## src/rtl/imem_loader.sv

```systemverilog
// Boot loader: packs a big-endian byte stream into 32-bit words and writes them
// to instruction memory from address 0, holding the CPU in reset until done.
module imem_loader #(
    parameter int WORDS = 64
) (
    input  logic        CLK,
    input  logic        RST_N,
    input  logic        START,
    input  logic [15:0] LEN,
    input  logic        BYTE_VALID,
    input  logic [7:0]  BYTE_DATA,
    output logic        BYTE_READY,
    output logic        WR_EN,
    output logic [31:0] WR_ADDR,
    output logic [31:0] WR_DATA,
    output logic        CPU_RST,
    output logic        BUSY,
    output logic        DONE
);

    localparam int CW = $clog2(WORDS + 1);

    typedef enum logic [1:0] {
        IDLE  = 2'd0,
        RECV  = 2'd1,
        WRITE = 2'd2,
        FIN   = 2'd3
    } state_t;

    state_t          state_reg;
    logic [23:0]     shift_reg;
    logic [1:0]      byte_cnt_reg;
    logic [CW-1:0]   word_cnt_reg;
    logic [CW-1:0]   len_reg;
    logic            byte_ready_reg;
    logic            wr_en_reg;
    logic [31:0]     wr_addr_reg;
    logic [31:0]     wr_data_reg;
    logic            cpu_rst_reg;
    logic            busy_reg;
    logic            done_reg;

    logic [CW-1:0]   eff_len;
    logic [CW-1:0]   word_cnt_inc;

    // The clamp keeps every write address inside the memory.
    always_comb begin
        eff_len      = (LEN > 16'(WORDS)) ? CW'(WORDS) : CW'(LEN);
        word_cnt_inc = word_cnt_reg + CW'(1);
    end

    always_ff @(posedge CLK) begin
        if (!RST_N) begin
            state_reg      <= IDLE;
            shift_reg      <= '0;
            byte_cnt_reg   <= '0;
            word_cnt_reg   <= '0;
            len_reg        <= '0;
            byte_ready_reg <= 1'b0;
            wr_en_reg      <= 1'b0;
            wr_addr_reg    <= '0;
            wr_data_reg    <= '0;
            cpu_rst_reg    <= 1'b1;
            busy_reg       <= 1'b0;
            done_reg       <= 1'b0;
        end else begin
            wr_en_reg <= 1'b0;
            case (state_reg)
                IDLE, FIN: begin
                    if (START) begin
                        len_reg      <= eff_len;
                        word_cnt_reg <= '0;
                        byte_cnt_reg <= '0;
                        wr_addr_reg  <= '0;
                        if (eff_len == '0) begin
                            state_reg      <= FIN;
                            byte_ready_reg <= 1'b0;
                            busy_reg       <= 1'b0;
                            done_reg       <= 1'b1;
                            cpu_rst_reg    <= 1'b0;
                        end else begin
                            state_reg      <= RECV;
                            byte_ready_reg <= 1'b1;
                            busy_reg       <= 1'b1;
                            done_reg       <= 1'b0;
                            cpu_rst_reg    <= 1'b1;
                        end
                    end
                end
                RECV: begin
                    if (BYTE_VALID && byte_ready_reg) begin
                        shift_reg    <= {shift_reg[15:0], BYTE_DATA};
                        byte_cnt_reg <= byte_cnt_reg + 2'd1;
                        if (byte_cnt_reg == 2'd3) begin
                            state_reg      <= WRITE;
                            byte_ready_reg <= 1'b0;
                            wr_en_reg      <= 1'b1;
                            wr_data_reg    <= {shift_reg, BYTE_DATA};
                            wr_addr_reg    <= 32'(word_cnt_reg) << 2;
                        end
                    end
                end
                WRITE: begin
                    word_cnt_reg <= word_cnt_inc;
                    byte_cnt_reg <= '0;
                    if (word_cnt_inc == len_reg) begin
                        state_reg   <= FIN;
                        busy_reg    <= 1'b0;
                        done_reg    <= 1'b1;
                        cpu_rst_reg <= 1'b0;
                    end else begin
                        state_reg      <= RECV;
                        byte_ready_reg <= 1'b1;
                    end
                end
                default: state_reg <= IDLE;
            endcase
        end
    end

    assign BYTE_READY = byte_ready_reg;
    assign WR_EN      = wr_en_reg;
    assign WR_ADDR    = wr_addr_reg;
    assign WR_DATA    = wr_data_reg;
    assign CPU_RST    = cpu_rst_reg;
    assign BUSY       = busy_reg;
    assign DONE       = done_reg;

endmodule

```

## config.mk

```make
export PLATFORM = sky130hd
export DESIGN_NAME = imem_loader
export DESIGN_NICKNAME = d
export VERILOG_FILES = /design/src/rtl/imem_loader.sv
export SDC_FILE = /design/constraint.sdc
export NUM_CORES = 1
export LEC_CHECK = 0
export BUFFER_PORTS_ARGS = -buffer_cell sky130_fd_sc_hd__buf_2
export CAP_MARGIN = 20
export CORE_AREA = 2 2 88 90
export DETAILED_ROUTE_END_ITERATION = 8
export DIE_AREA = 0 0 90 92
export PLACE_DENSITY = 0.87
export SETUP_SLACK_MARGIN = 0.3
export SYNTH_ARGS = -nofsm -noshare
export SYNTH_HDL_FRONTEND = slang
export SYNTH_SLANG_ARGS = --single-unit
```

## constraint.sdc

```tcl
create_clock -name CLK -period 2.7 [get_ports CLK]
set_input_delay 0.135 -clock CLK [delete_from_list [all_inputs] [get_ports CLK]]
set_output_delay 0.135 -clock CLK [all_outputs]
set_load 0.1 [all_outputs]
```

==> results.py <==
metrics = {
    "floorplanning": {
        "die_h_um": 92,
        "ioPinCount": 97,
        "die_x_um": 90,
        "start_util": 0.5076,
        "coreArea_mm2": 0.007447,
        "dieArea_mm2": 0.008280,
        "num_rows": 32,
    },
    "cts": {
        "htreeDepth": 3,
        "cts.sinks": 86,
        "clk_pin_slew_ns": 0.09,
        "ctsResizeCount": 0,
        "cts_tree": "yes",
        "max-clock-path-buffers": 2,
        "clock_latency_ns": 0.35,
        "hold_buffers": 0,
        "postCtsSetupBuffers": 0,
        "cts_buffers": 9,
        "root_buffer": "clkbuf_8",
    },
    "worst_setup_path": {
        "crit_required_ns": 2.94,
        "max_stage_delay_ns": 0.47,
        "cp_cell_sequence": "ha_1, and2_1, nand4_1, xnor2_1, a2111oi_4, o21ai_1, a21o_1",
        "reg2reg_slack_ns": 0.52,
        "start_kind": "flop",
        "critPathKind": "reg -> reg",
        "cp_top_family": "compound AO/OA/AOI/OAI gates",
        "cp.buffers_inverters": 0,
        "cpMaxStageDelayCell": "dfxtp_1",
        "cp_max_fo": 6,
        "critPathArrivalTime_ns": 2.42,
        "cp-end-kind": "flop",
    },
    "cells_and_area": {
        "syn_to_final_growth_pct": 13.90,
        "final_cells": 616,
        "fillCellCount": 696,
        "finish.utilization": 0.5781,
        "antenna_cells": 0,
        "largest_reg_flops": 32,
        "layout_commonest_cell": "nand2_1",
        "most-common-layout-cells": "nand2_1 (130), dfxtp_1 (86), buf_2 (71), a21boi_0 (58), conb_1 (25)",
        "layout-drive-gt1-share": 0.1907,
        "postLayoutCellArea_mm2": 0.004305,
        "nNetsFinal": 542,
    },
    "synthesis": {
        "synthFlopType": "dfxtp_1",
        "synthArstFlopShare": 0,
        "synth_area_mm2": 0.003780,
        "ys_seq_area_frac": 0.4555,
        "yosys_warnings": 0,
        "synth.avg_cell_area_um2": 8.437,
        "synthCells": 448,
        "ys_ff_latch": 86,
        "yosysUniqueCellTypes": 41,
        "synth_edf_count": 0,
    },
    "global_routing": {
        "grt_pass1_vias": 2861,
        "grt_pass1_wl_um": 12860,
        "grt_remaining_overflow": 0,
        "antenna_found_initial": 0,
        "grt_max_degree": 61,
        "grtUsageTotal": 0.1884,
    },
    "outcome": {
        "status": "completed",
    },
    "placed_design": {
        "dp_cells": 600,
        "routabilityCongestion": 0.8777,
        "dp.final_hpwl_um": 5317,
        "placed_area_mm2": 0.004118,
        "post-place-ws_ns": 0.5871,
        "numPortBuffers": 71,
    },
    "drt": {
        "final_antenna_net_count": 0,
        "drt_iter0_markers": 180,
        "drc": 0,
        "num_vias": 3106,
        "avgRoutedWirePerCell_um": 12.27,
        "first_pass_iters": 4,
        "routed_wl_um": 7559,
        "viasPerCell": 5.042,
    },
    "sta": {
        "finalCriticalPeriod_ns": 2.180,
        "fin_crit_sh": 0.8075,
        "setup_slack_ns": 0.5196,
        "setup_violations": 0,
        "setup-tns-final_ns": 0,
        "grt_setup_unrepaired": "false",
        "fmax_mhz": 458.6,
        "hold_slack_ns": 0.03221,
        "finalClockSkew_ns": 0.01644,
        "maxSlewViolCount": 0,
        "relSlewSlack": 0.4453,
        "worstMarginPinSlew_ns": 0.8321,
        "hold_viol": 0,
    },
    "pwr": {
        "powerDensity_mw_per_mm2": 728.9,
        "ir_drop_v": 0.0006726,
        "leakage_nw": 1.690,
        "p_total_mw": 3.138,
    },
    "hold_path": {
        "hold_class": "in -> reg",
    },
    "run": {
        "drv_cap": 0,
    },
}
## worst min-delay path, stage by stage
cell	delay (ns)
buf_2	0.10
nand2_1	0.04
a21boi_0	0.06
## power by group
part | leakage (nW) | switching, mW | internal, mW | total, mW
sequential | 0.694 | 0.0485 | 1.32 | 1.37
combinational | 0.900 | 0.699 | 0.211 | 0.909
clock | 0.0956 | 0.481 | 0.374 | 0.856
## per-layer routing
layer / vias to the layer above / wire [um] / track usage
met5: - / 0 / 0
met4: 0 / 76 / 0.06154
met3: 8 / 279 / 0.03698
met2: 74 / 3796 / 0.3283
met1: 1450 / 3406 / 0.2348
li1: 1574 / - / -
## cell type report
class                   instances  area, um2  area share
multi-input cells             329       1838      0.4269
flip-flops and latches         86       1722      0.3999
repair buffers                 79      415.4     0.09648
clock buffers                  10      137.6     0.03197
well taps                     102      127.6     0.02964
clock inverters                 6      50.05     0.01162
inverters                       4      15.01    0.003487
## final timing paths
path                      to            start  depth (start not counted)
hold reg to reg         DONE             DONE                          2
hold / removal    WR_DATA[7]     BYTE_DATA[7]                          3
setup reg to reg     CPU_RST  word_cnt_reg[0]                          7
setup / recovery     CPU_RST  word_cnt_reg[0]                          7
## cells in the mapped netlist (all sizes together), types with 2 or more instances
cell type  instances  area, um2
a21boi            58      435.4
o211ai             3      22.52
and2               4      25.02
nor4               4      31.28
ha                 5      62.56
a22oi             16      120.1
a21o               3      22.52
clkbuf            24      90.09
a21oi              4      20.02
dfxtp             86       1722
buf               29      205.2
nand2b             3      18.77
nand2            130      488.0
a32oi              2      17.52
o21ai              8      40.03
and3               2      12.51
nand3              6      42.54
a31oi              2      12.51
nor2               6      22.52
nor2b             22      137.6
nor3               8      40.04
xnor2              4      35.03
inv                4      15.01
xor2               3      26.28
## logic make-up after synthesis
group | count (synthesis) | synth area share
simple gates | 187 | 0.2201
fa+ha+maj | 5 | 0.01655
buf+inv | 57 | 0.08209
compound gates | 104 | 0.2059
mux | 1 | 0.002648
other cells | 1 | 0.0009921
flops | 86 | 0.4555
xor+xnor | 7 | 0.01622
(Power assumes the default switching activity.)
